**src/rtl/phase_sequencer.sv**
```systemverilog
// phase_sequencer: phase generator for the multi-cycle MIPS control unit.
// Steps through fetch/decode/execute/memory/writeback (P0..P4) according to
// the decoded instruction class, inserts memory wait states, skips P4 for sw,
// and parks in HALT on an illegal opcode, a memory timeout or a halt request.
// Instruction and cycle counters are kept for debug visibility.

module phase_sequencer #(
  parameter int CNT_W    = 16,
  parameter int WAIT_MAX = 15
) (
  input  logic             clk,
  input  logic             reset,
  input  logic             run,
  input  logic             halt_req,
  input  logic             mem_ready,
  input  logic [5:0]       op,
  input  logic [5:0]       irfunc,
  output logic [4:0]       p,
  output logic             busy,
  output logic             halted,
  output logic             illegal,
  output logic             timeout,
  output logic [CNT_W-1:0] instr_count,
  output logic [CNT_W-1:0] cycle_count
);

  // The wait counter only has to reach WAIT_MAX; a zero limit still needs one bit.
  localparam int WAIT_W = (WAIT_MAX > 1) ? $clog2(WAIT_MAX + 1) : 1;
  localparam logic [WAIT_W-1:0] WAIT_LIM = WAIT_W'(WAIT_MAX);
  localparam bit WAIT_EN = (WAIT_MAX > 0);

  // Opcode and function encodings of the supported instructions.
  localparam logic [5:0] OP_RTYPE = 6'b000000;
  localparam logic [5:0] FN_ADD   = 6'b100000;
  localparam logic [5:0] OP_LW    = 6'b100011;
  localparam logic [5:0] OP_SW    = 6'b101011;
  localparam logic [5:0] OP_J     = 6'b000010;
  localparam logic [5:0] OP_JAL   = 6'b000011;

  typedef enum logic [2:0] {
    ST_IDLE = 3'd0,
    ST_P0   = 3'd1,
    ST_P1   = 3'd2,
    ST_P2   = 3'd3,
    ST_P3   = 3'd4,
    ST_P4   = 3'd5,
    ST_HALT = 3'd6
  } state_t;

  typedef enum logic [2:0] {
    CL_NONE = 3'd0,
    CL_ADD  = 3'd1,
    CL_LW   = 3'd2,
    CL_SW   = 3'd3,
    CL_J    = 3'd4,
    CL_JAL  = 3'd5
  } iclass_t;

  state_t              state;
  state_t              next_state;
  iclass_t             iclass;
  iclass_t             dec_class;
  logic [WAIT_W-1:0]   wait_cnt;
  logic                wait_limit;
  logic                is_mem;
  logic                hold;
  logic                complete;
  logic                start;
  logic                set_illegal;
  logic                set_timeout;

  // Classify the instruction fields presented during decode.
  always_comb begin
    dec_class = CL_NONE;
    case (op)
      OP_RTYPE: begin
        if (irfunc == FN_ADD) begin
          dec_class = CL_ADD;
        end
      end
      OP_LW:   dec_class = CL_LW;
      OP_SW:   dec_class = CL_SW;
      OP_J:    dec_class = CL_J;
      OP_JAL:  dec_class = CL_JAL;
      default: dec_class = CL_NONE;
    endcase
  end

  assign is_mem     = (iclass == CL_LW) || (iclass == CL_SW);
  assign wait_limit = WAIT_EN && (wait_cnt == WAIT_LIM);

  // Next-state selection plus the one-cycle event strobes that drive the registers.
  always_comb begin
    next_state  = state;
    hold        = 1'b0;
    complete    = 1'b0;
    start       = 1'b0;
    set_illegal = 1'b0;
    set_timeout = 1'b0;

    case (state)
      ST_IDLE: begin
        if (run) begin
          next_state = ST_P0;
          start      = 1'b1;
        end
      end

      ST_P0: begin
        if (mem_ready) begin
          next_state = ST_P1;
        end else if (wait_limit) begin
          next_state  = ST_HALT;
          set_timeout = 1'b1;
        end else begin
          hold = 1'b1;
        end
      end

      ST_P1: begin
        if (dec_class == CL_NONE) begin
          next_state  = ST_HALT;
          set_illegal = 1'b1;
        end else begin
          next_state = ST_P2;
        end
      end

      ST_P2: begin
        next_state = ST_P3;
      end

      ST_P3: begin
        if (!is_mem) begin
          next_state = ST_P4;
        end else if (mem_ready) begin
          if (iclass == CL_SW) begin
            complete = 1'b1;
          end else begin
            next_state = ST_P4;
          end
        end else if (wait_limit) begin
          next_state  = ST_HALT;
          set_timeout = 1'b1;
        end else begin
          hold = 1'b1;
        end
      end

      ST_P4: begin
        complete = 1'b1;
      end

      ST_HALT: begin
        if (!run) begin
          next_state = ST_IDLE;
        end
      end

      default: begin
        next_state = ST_IDLE;
      end
    endcase

    if (complete) begin
      if (halt_req) begin
        next_state = ST_HALT;
      end else if (!run) begin
        next_state = ST_IDLE;
      end else begin
        next_state = ST_P0;
      end
    end
  end

  // Phase state register.
  always_ff @(posedge clk or negedge reset) begin
    if (!reset) begin
      state <= ST_IDLE;
    end else begin
      state <= next_state;
    end
  end

  // Capture the instruction class as decode ends so later phases ignore op/irfunc.
  always_ff @(posedge clk or negedge reset) begin
    if (!reset) begin
      iclass <= CL_NONE;
    end else if (state == ST_P1) begin
      iclass <= dec_class;
    end
  end

  // Count held memory cycles; any phase change starts the count from zero.
  always_ff @(posedge clk or negedge reset) begin
    if (!reset) begin
      wait_cnt <= '0;
    end else if (hold) begin
      wait_cnt <= wait_cnt + WAIT_W'(1);
    end else begin
      wait_cnt <= '0;
    end
  end

  // Sticky error flags, cleared only when a new run starts from IDLE.
  always_ff @(posedge clk or negedge reset) begin
    if (!reset) begin
      illegal <= 1'b0;
      timeout <= 1'b0;
    end else if (start) begin
      illegal <= 1'b0;
      timeout <= 1'b0;
    end else begin
      if (set_illegal) begin
        illegal <= 1'b1;
      end
      if (set_timeout) begin
        timeout <= 1'b1;
      end
    end
  end

  // Completed-instruction counter, free-running with wrap.
  always_ff @(posedge clk or negedge reset) begin
    if (!reset) begin
      instr_count <= '0;
    end else if (complete) begin
      instr_count <= instr_count + CNT_W'(1);
    end
  end

  // Active-cycle counter: every edge spent in P0..P4, with wrap.
  always_ff @(posedge clk or negedge reset) begin
    if (!reset) begin
      cycle_count <= '0;
    end else if (busy) begin
      cycle_count <= cycle_count + CNT_W'(1);
    end
  end

  // One-hot phase and status outputs decoded purely from the state register.
  always_comb begin
    p      = 5'b00000;
    busy   = 1'b0;
    halted = 1'b0;
    case (state)
      ST_P0:   begin p = 5'b00001; busy = 1'b1; end
      ST_P1:   begin p = 5'b00010; busy = 1'b1; end
      ST_P2:   begin p = 5'b00100; busy = 1'b1; end
      ST_P3:   begin p = 5'b01000; busy = 1'b1; end
      ST_P4:   begin p = 5'b10000; busy = 1'b1; end
      ST_HALT: halted = 1'b1;
      default: begin
        p      = 5'b00000;
        busy   = 1'b0;
        halted = 1'b0;
      end
    endcase
  end

endmodule

```
**config.mk**
```make
export PLATFORM = sky130hd
export DESIGN_NAME = phase_sequencer
export DESIGN_NICKNAME = d
export VERILOG_FILES = /design/src/rtl/phase_sequencer.sv
export SDC_FILE = /design/constraint.sdc
export NUM_CORES = 1
export LEC_CHECK = 0
export ABC_AREA = 1
export BUFFER_PORTS_ARGS = -buffer_cell sky130_fd_sc_hd__buf_2
export CORE_ASPECT_RATIO = 1.25
export CORE_MARGIN = 1.5
export CORE_UTILIZATION = 48
export DETAILED_ROUTE_END_ITERATION = 6
export PLACE_DENSITY = 0.82
export SLEW_MARGIN = 40
export SYNTH_ARGS = -nofsm -noshare
export SYNTH_HDL_FRONTEND = slang
export SYNTH_SLANG_ARGS = --single-unit
```
**constraint.sdc**
```tcl
create_clock -name clk -period 1.5 [get_ports clk]
set_input_delay 0.3 -clock clk [delete_from_list [all_inputs] [get_ports clk]]
set_output_delay 0.3 -clock clk [all_outputs]
set_load 0.005 [all_outputs]
```
==> run_results.csv <==
group,metric,value,unit
timing,finalHoldViolCount,0,
cells_and_area,layout_commonest_cell,"nand2_1",
pwr,peakVddDrop,0.001203,V
floorplanning,die_y,82.71,um
cells_and_area,syn2layout_area_growth,43.33,%
setup_path,cp_cell_sequence,"buf_6, nor2_4, nand2_4, nand2_4, inv_6, buf_6",
pwr,power.leakage,1.735,nW
floorplanning,ioPinCount,58,
timing,fin_skew,2.505,ps
route,drtIter0Drc,174,
clock_tree,cts_buffer_depth,2,
synthesis,synth_top_family_by_area,"simple AND/OR/NAND/NOR gates",
synthesis,yosysTopAreaCellShare,0.4513,
synthesis,synth_cell_types,30,
synthesis,ys_ff_latch,44,
run_status,violations,"negative setup slack",
setup_path,worst_ep_arrival_time,1300,ps
cells_and_area,fillCellCount,318,
timing,setup-tns-final,-531.1,ps
run_status,status,"finished with violations",
synthesis,avgSynthCellArea,7.973,sq um
timing,layout_worst_path_cycle_share,1.064,
timing,timing.slew.headroom,0.7838,
min_path,hold_class,"primary input to flip-flop",
setup_path,crit_path_end_kind,"primary output",
cells_and_area,diodes,0,
pwr,power_density,1664,nW/um^2
clock_tree,clkTransAtPathRegs,90,ps
floorplanning,coreArea,4800,sq um
synthesis,yosys.area_share.adder,0.01538,
synthesis,muxShareOfSynthArea,0,
floorplanning,rows,28,
global_routing,track_usage,0.2348,
timing,finalSetupViolations,12,
clock_tree,tritoncts,"yes",
timing,clock.fmax,626.6,MHz
job,maxCapViolCount,0,
cells_and_area,finalNetCount,423,
route,post_drt_wl_per_cell,15.05,um
cells_and_area,drive_gt1_frac,0.3861,
timing,hold_ws,257.6,ps
global_routing,grt_pass1_wl,9873,um
setup_path,critPathKind,"flip-flop to primary output",
synthesis,synth_compound_area_frac,0.05744,
setup_path,cp_max_fo,5,
global_routing,antenna_found_initial,0,
clock_tree,cts_inserted_buffers,5,
timing,grt_setup_unrepaired,"yes",
timing,drv_slew,0,
clock_tree,root_buffer,"clkbuf_8",
setup_path,crit_path_start_kind,"flip-flop",
synthesis,yosys_warnings,0,
cells_and_area,final_area,3497,sq um
setup_path,cp_slowest_stage_delay,450,ps
synthesis,syn_inst,306,
synthesis,yosys.area.top_type,"dfrtp_1",
timing,period_needed,1596,ps
synthesis,synth.area.top_cells,"dfrtp_1, nand2_1, xor2_1",
cells_and_area,most-common-layout-cells,"nand2_1, buf_2, dfrtp_1, inv_1, nor2_1",
clock_tree,cts_sinks,44,
global_routing,gr-total-overflow,0,
route,via_count,2453,
timing,tightest_slew,321.6,ps
clock_tree,h-tree-depth,2,
route,drt-total-wl,6981,um
place,gp_congestion,0.9211,
synthesis,syn_nets,326,
cells_and_area,final_util,0.7286,
synthesis,syn_area,2440,sq um
floorplanning,initial_core_util,0.5083,
clock_tree,clk_latency,300,ps
place,dpl-instance-area,2913,sq um
route,vias_per_cell,5.287,
route,drc,0,
floorplanning,die_x,66.77,um
place,hpwl,4265,um
floorplanning,die_area,5523,sq um
synthesis,yosysSeqAreaShare,0.4513,
synthesis,yosys.area_share.simple,0.2979,
setup_path,cp.required,1200,ps
timing,setup_slack,-95.89,ps
synthesis,synth-xor-area-share,0.1041,
place,port_buffers,57,
global_routing,grt_pass1_vias,2363,
route,ant_nets,0,
global_routing,grt_max_degree,45,
route,drt-pass1-iter-count,4,
setup_path,crit_slowest_cell,"dfrtp_2",
==> per-layer routing <==
layer,GRT usage,vias to the layer above,wire (um)
met5,0,-,0
met4,0.08571,0,174
met3,0.03659,15,326
met2,0.4440,90,3751
met1,0.2632,1195,2728
li1,-,1153,-
==> critical path: cells and delay by family, from the launching register on <==
kind          cells  cell delay, ps
simple gates      3             250
flops             1             450
buf+inv           3             280
==> final timing paths <==
path / start / end / slack (ps) / cells after the start
max: state[1]$_DFFE_PN0P_ / busy / -100 / 6
min: halt_req / state[1]$_DFFE_PN0P_ / 260 / 3
max reg2reg: state[1]$_DFFE_PN0P_ / cycle_count[4]$_DFFE_PN0P_ / -50 / 8
min reg2reg: iclass[2]$_DFFE_PN0P_ / iclass[2]$_DFFE_PN0P_ / 500 / 2
max in group asynchronous: reset / state[0]$_DFFE_PN0P_ / 770 / 3
min in group asynchronous: reset / instr_count[7]$_DFFE_PN0P_ / 510 / 3
==> cell families after synthesis <==
| group | count (synthesis) |
|---|---|
| xor+xnor | 29 |
| simple gates | 162 |
| fa+ha+maj | 3 |
| compound gates | 24 |
| buf+inv | 44 |
| flops | 44 |
==> cell usage after synthesis (all sizes together) <==
library cell and count:
a211oi 1, a21oi 5, and2 1, buf 2
dfrtp 44, ha 3, inv 42, nand2 75
nand3 21, nand3b 1, nand4 4, nor2 47
nor3 11, nor3b 1, nor4 1, o2111ai 1
o21ai 16, o21bai 1, xnor2 7, xor2 22
==> flip-flops by register name, indices dropped and copies added (netlist names) <==
register and flops:
timeout 1, wait_cnt 4, iclass 3, state 3, illegal 1, instr_count 16, cycle_count 16
==> power breakdown <==
part           internal [mW]  switching, mW
clock                  0.545          0.437
combinational           1.44           1.56
sequential              1.49          0.347
total                   3.48           2.34
==> stage by stage <==
stage                     cells  setup slack (ps)  power (mW)
final                       464            -95.89       5.818
after global routing        464            -145.5       6.155
after CTS                   457            -52.01       5.134
after detailed placement    437            -12.83       3.698
after global placement      437             63.28       3.623
after floorplan             306             39.99       2.845
==> final cells by class <==
| type | count | area, sq um | share of cell area |
|---|---|---|---|
| multi-input cells | 218 | 1360 | 0.3889 |
| clock buffers | 6 | 82.58 | 0.02361 |
| clock inverters | 2 | 38.79 | 0.01109 |
| flip-flops and latches | 44 | 1105 | 0.3159 |
| inverters | 42 | 180.2 | 0.05152 |
| well taps | 60 | 75.07 | 0.02147 |
| repair buffers | 92 | 655.6 | 0.1875 |
==> what timing repair did <==
item	in CTS	in global routing
buffers inserted	11	6
resized for setup	24	68
hold buffers	1	0
setup endpoints to repair	9	37
pin swaps	4	11
hold endpoints to repair	44	0
cloned	0	1
Note: power is estimated with default switching activity, not from simulation.
